[src/rtl/mem_port_arbiter.sv]
// Shares one single-port, fixed-latency memory between the fetch (IF) and data (DM) requesters.
// Registers the granted request onto the port, counts out LAT cycles and returns data with a done pulse.
module mem_port_arbiter #(
  parameter int ADDR_W = 32,
  parameter int DATA_W = 32,
  parameter int LAT    = 2
) (
  input  logic              clk,
  input  logic              rst,
  input  logic              if_req,
  input  logic [ADDR_W-1:0] if_addr,
  output logic [DATA_W-1:0] if_rdata,
  output logic              if_done,
  input  logic              dm_req,
  input  logic              dm_we,
  input  logic [ADDR_W-1:0] dm_addr,
  input  logic [DATA_W-1:0] dm_wdata,
  output logic [DATA_W-1:0] dm_rdata,
  output logic              dm_done,
  output logic              mem_en,
  output logic              mem_we,
  output logic [ADDR_W-1:0] mem_addr,
  output logic [DATA_W-1:0] mem_wdata,
  input  logic [DATA_W-1:0] mem_rdata,
  output logic              stall
);

  localparam int CNT_W = $clog2(LAT) + 1;

  typedef enum logic [1:0] {IDLE, BUSY, RESP} state_t;
  typedef enum logic {OWN_IF, OWN_DM} owner_t;

  state_t            state, state_nx;
  owner_t            owner, owner_nx;
  logic [CNT_W-1:0]  cnt, cnt_nx;
  logic              mem_en_nx, mem_we_nx;
  logic [ADDR_W-1:0] mem_addr_nx;
  logic [DATA_W-1:0] mem_wdata_nx;
  logic [DATA_W-1:0] if_rdata_nx, dm_rdata_nx;
  logic              if_done_nx, dm_done_nx;
  logic              grant_dm, grant_if;

  always_ff @(posedge clk) begin
    // NOTE: non-blocking assignments so every register samples the pre-edge values of the others.
    if (rst) begin
      state     <= IDLE;
      owner     <= OWN_IF;
      cnt       <= '0;
      mem_en    <= 1'b0;
      mem_we    <= 1'b0;
      mem_addr  <= '0;
      mem_wdata <= '0;
      if_rdata  <= '0;
      dm_rdata  <= '0;
      if_done   <= 1'b0;
      dm_done   <= 1'b0;
    end else begin
      state     <= state_nx;
      owner     <= owner_nx;
      cnt       <= cnt_nx;
      mem_en    <= mem_en_nx;
      mem_we    <= mem_we_nx;
      mem_addr  <= mem_addr_nx;
      mem_wdata <= mem_wdata_nx;
      if_rdata  <= if_rdata_nx;
      dm_rdata  <= dm_rdata_nx;
      if_done   <= if_done_nx;
      dm_done   <= dm_done_nx;
    end
  end

  always_comb begin
    // NOTE: every output of this block gets a default first so no path leaves one unassigned (no latches).
    state_nx     = state;
    owner_nx     = owner;
    cnt_nx       = cnt;
    mem_en_nx    = mem_en;
    mem_we_nx    = mem_we;
    mem_addr_nx  = mem_addr;
    mem_wdata_nx = mem_wdata;
    if_rdata_nx  = if_rdata;
    dm_rdata_nx  = dm_rdata;
    if_done_nx   = 1'b0;
    dm_done_nx   = 1'b0;
    grant_dm     = 1'b0;
    grant_if     = 1'b0;

    case (state)
      IDLE, RESP: begin
        state_nx = IDLE;
        // DM wins unless it was just served and IF is waiting, which forces alternation.
        grant_dm = dm_req && !(state == RESP && owner == OWN_DM && if_req);
        grant_if = !grant_dm && if_req;
        if (grant_dm) begin
          state_nx     = BUSY;
          owner_nx     = OWN_DM;
          cnt_nx       = CNT_W'(LAT - 1);
          mem_en_nx    = 1'b1;
          mem_we_nx    = dm_we;
          mem_addr_nx  = dm_addr;
          mem_wdata_nx = dm_wdata;
        end else if (grant_if) begin
          state_nx     = BUSY;
          owner_nx     = OWN_IF;
          cnt_nx       = CNT_W'(LAT - 1);
          mem_en_nx    = 1'b1;
          mem_we_nx    = 1'b0;
          mem_addr_nx  = if_addr;
          mem_wdata_nx = '0;
        end
      end
      BUSY: begin
        if (cnt != '0) begin
          cnt_nx = cnt - 1'b1;
        end else begin
          state_nx  = RESP;
          mem_en_nx = 1'b0;
          mem_we_nx = 1'b0;
          if (owner == OWN_DM) begin
            dm_done_nx = 1'b1;
            if (!mem_we) dm_rdata_nx = mem_rdata;
          end else begin
            if_done_nx  = 1'b1;
            if_rdata_nx = mem_rdata;
          end
        end
      end
      default: state_nx = IDLE;
    endcase
  end

  assign stall = (if_req & ~if_done) | (dm_req & ~dm_done);

endmodule

[config.mk]
export PLATFORM = sky130hd
export DESIGN_NAME = mem_port_arbiter
export DESIGN_NICKNAME = d
export VERILOG_FILES = /design/src/rtl/mem_port_arbiter.sv
export SDC_FILE = /design/constraint.sdc
export NUM_CORES = 1
export LEC_CHECK = 0
export CORE_MARGIN = 10
export CORE_UTILIZATION = 41
export CTS_CLUSTER_SIZE = 28
export DETAILED_ROUTE_END_ITERATION = 10
export PLACE_DENSITY = 0.81
export SYNTH_ARGS = -nofsm -noshare
export SYNTH_HDL_FRONTEND = slang
export SYNTH_SLANG_ARGS = --single-unit
export TNS_END_PERCENT = 50
[constraint.sdc]
create_clock -name clk -period 1.5 [get_ports clk]
set_input_delay 0.225 -clock clk [delete_from_list [all_inputs] [get_ports clk]]
set_output_delay 0.225 -clock clk [all_outputs]
set_load 0.05 [all_outputs]
==> metrics.csv <==
stage;metric;value;unit
sta;Max Freq;0.661;GHz
synth;Mapped Nets;760;
die;Die ar.;0.0183;sq mm
sta;fin. max-slew vios;0;
cts;H-tree levels;4;
synth;Cells after Synth;626;
synth;Synth Cell Area;0.00544;sq mm
synth;count of cell types in the netlist;34;
critical_path;Crit. End Element;register;
grt;vias in the first global route;5378;
final_layout;Layout area overhead;60.6;%
sta;Slew @ Worst Pin;455;ps
cts;root buf cell;clkbuf_16;
critical_path;worst endpoint data arrival time;1820;ps
detailed_routing;routed wire length per instance;18.8;um
sta;RSZ-0062 raised after global routing;yes;
pwr;P_leak;0.00346;uW
final_layout;final instance area;0.00874;sq mm
min_path;worst min-delay path class;primary input to register;
detailed_routing;DR DRC count;0;
detailed_routing;DR vias;5735;
final_layout;Fill cells;1095;
grt;Overflow after GRT;0;
die;Initial Utilization;41.4;%
cts;maximum clock path buffer count;2;
synth;largest area contributor in the netlist;dfxtp_1;
synth;Syn Area/Cell;8.69;sq um
die;Core ar.;0.0131;sq mm
detailed_routing;Via density;5.36;
sta;Final Cycle Share;101;%
cts;hold_buf cts;0;
grt;pin count of the biggest net entering global routing;54;
pwr;Cell Pwr Density;1220;mW/mm^2
die;# rows;42;
final_layout;layout cells sized above 1;26.3;%
cts;Sink Count;137;
detailed_routing;DR pass1 iterations;5;
sta;fin crit period;1510;ps
sta;Final Hold Fails;0;
placed_design;DP Area;0.00812;sq mm
final_layout;Nets;1015;
cts;CTS buffer count;17;
pwr;peak supply drop;764;uV
synth;sequential fraction of the synthesis area;50.4;%
detailed_routing;final WL;20100;um
sta;Slew headroom;69.7;%
synth;Synth area leaders;dfxtp_1 50%, a21oi_1 6.2%, nand3_1 6.2%;
grt;Overall Global Routing Usage;20.5;%
critical_path;critical path class;register to register;
detailed_routing;DR iter-0 viols;416;
sta;Final WS setup;-13.1;ps
cts;worst-skew pair later-pin latency;410;ps
grt;first-pass GRT wire length;30100;um
synth;Synthesis Warnings;0;
die;Boundary Pins;266;
die;Die X;135;um
cts;clk slew on worst S/H paths;60;ps
cts;CTS tree;yes;
pwr;Power Total;10700;uW
sta;setup violators final;1;
placed_design;Port Buffers;265;
critical_path;crit path max fanout;17;
flow_run;max-cap violations;0;
grt;antenna violations before repair;1;
detailed_routing;Final ANT Viol Nets;0;
die;die height;135;um
sta;WHS;215;ps
outcome;run status;finished, violations left;
outcome;failing checks;negative setup slack;
sta;Worst Skew;6.65;ps
critical_path;Required @ worst endpoint;1800;ps
placed_design;hpwl dp;13900;um
synth;#FFs+latches synth;137;
synth;Synth top area share;50.4;%
placed_design;RePlAce Congestion;0.767;
critical_path;Startpoint Class;register;
==> per-layer routing <==
layer / global-route usage (%) / vias to the layer above / part of all wire, %
met1: 24.2 / 2695 / 39
met4: 8.43 / 0 / 2.9
met2: 33.7 / 252 / 50
li1: - / 2754 / -
met3: 6.60 / 34 / 7.7
met5: 0 / - / 0
==> per-stage QoR <==
step | utilization [%] | setup slack (ps) | TNS (ps) | cells
after detailed placement | 61.8 | -269 | -18750 | 1037
after floorplan | - | 103 | 0 | 626
final | 66.5 | -13.1 | -13.1 | 1070
after global routing | 66.5 | -52.7 | -90.6 | 1070
after global placement | 61.8 | -220 | -15910 | 1037
after CTS | 66.3 | -4.57 | -4.57 | 1068
==> cells in the mapped netlist (all sizes together) <==
library cell / number
a311oi: 32
o21ba: 2
clkbuf: 32
and4b: 1
dfxtp: 137
inv: 4
and2: 1
ha: 1
nand3b: 1
nand3: 67
nand2b: 1
a32oi: 32
buf: 37
o22ai: 1
nor2b: 3
a21oi: 67
nor3b: 1
a211oi: 1
nor2: 69
and4bb: 1
o21ai: 65
nor3: 2
nand2: 65
o21bai: 1
nand4bb: 1
and3b: 1
==> layout by cell type (no fill, tap or decap), types with 17 or more instances in the layout <==
| master | synthesis | routed |
|---|---|---|
| a311oi_2 | 18 | 18 |
| nand2_1 | 65 | 65 |
| dfxtp_1 | 137 | 137 |
| nor2_1 | 69 | 69 |
| buf_4 | 2 | 159 |
| clkbuf_16 | 0 | 17 |
| o21ai_0 | 36 | 36 |
| nand3_1 | 67 | 66 |
| o21ai_1 | 29 | 29 |
| a21oi_1 | 67 | 64 |
| a32oi_1 | 32 | 32 |
| clkdlybuf4s50_1 | 0 | 129 |
==> worst max-delay path, cell delays in order (launching register included) <==
cell and delay (ps):
dfxtp_1 310, buf_4 160, and4b_2 370, buf_12 170
o21ai_0 110, a311oi_1 280
==> cell families (layout without fill, tap and decap cells) <==
group / Yosys count / count (layout) / synth area share (%)
AND/OR/NAND/NOR: 214 / 214 / 17.2
other: 0 / 1 / 0
AO/OA/AOI/OAI: 201 / 201 / 25.3
adder cells (fa/ha/maj): 1 / 1 / 0.230
flip-flops: 137 / 137 / 50.4
buffers and inverters: 73 / 340 / 6.78
==> final timing paths <==
path	start	end	slack, ps	depth (start not counted)
max	state[0]	mem_addr[30]	-10	5
min	rst	state[0]	210	2
max reg2reg	state[0]	mem_addr[30]	-10	5
min reg2reg	if_rdata[4]	if_rdata[4]	450	2
==> repair_timing <==
action                     CTS  global route
pin swaps                    1             0
setup endpoints to repair   34            28
setup buffers                0             1
gates resized for setup      4             5
==> layout make-up <==
class	instances	area, sq um	area share (%)
Antenna cell	1	2.50	0.0286
Tap cell	176	220	2.52
Sequential cell	137	2740	31.4
Timing Repair Buffer	305	2800	32.1
Inverter	4	15.0	0.172
Clock inverter	7	91.3	1.05
Clock buffer	24	492	5.63
Multi-Input combinational cell	416	2370	27.2
==> flip-flops by register name, indices dropped and copies added, names as in the netlist <==
| name | cells |
|---|---|
| mem_we | 1 |
| dm_done | 1 |
| state | 2 |
| mem_wdata | 32 |
| if_done | 1 |
| owner | 1 |
| if_rdata | 32 |
| mem_addr | 32 |
| cnt | 2 |
| dm_rdata | 32 |
| mem_en | 1 |
==> power by group <==
group	internal, uW	switching, uW
sequential	3870	124
combinational	977	1550
clock	2610	1520
total	7460	3200
Note: power is estimated with default switching activity, not from simulation.
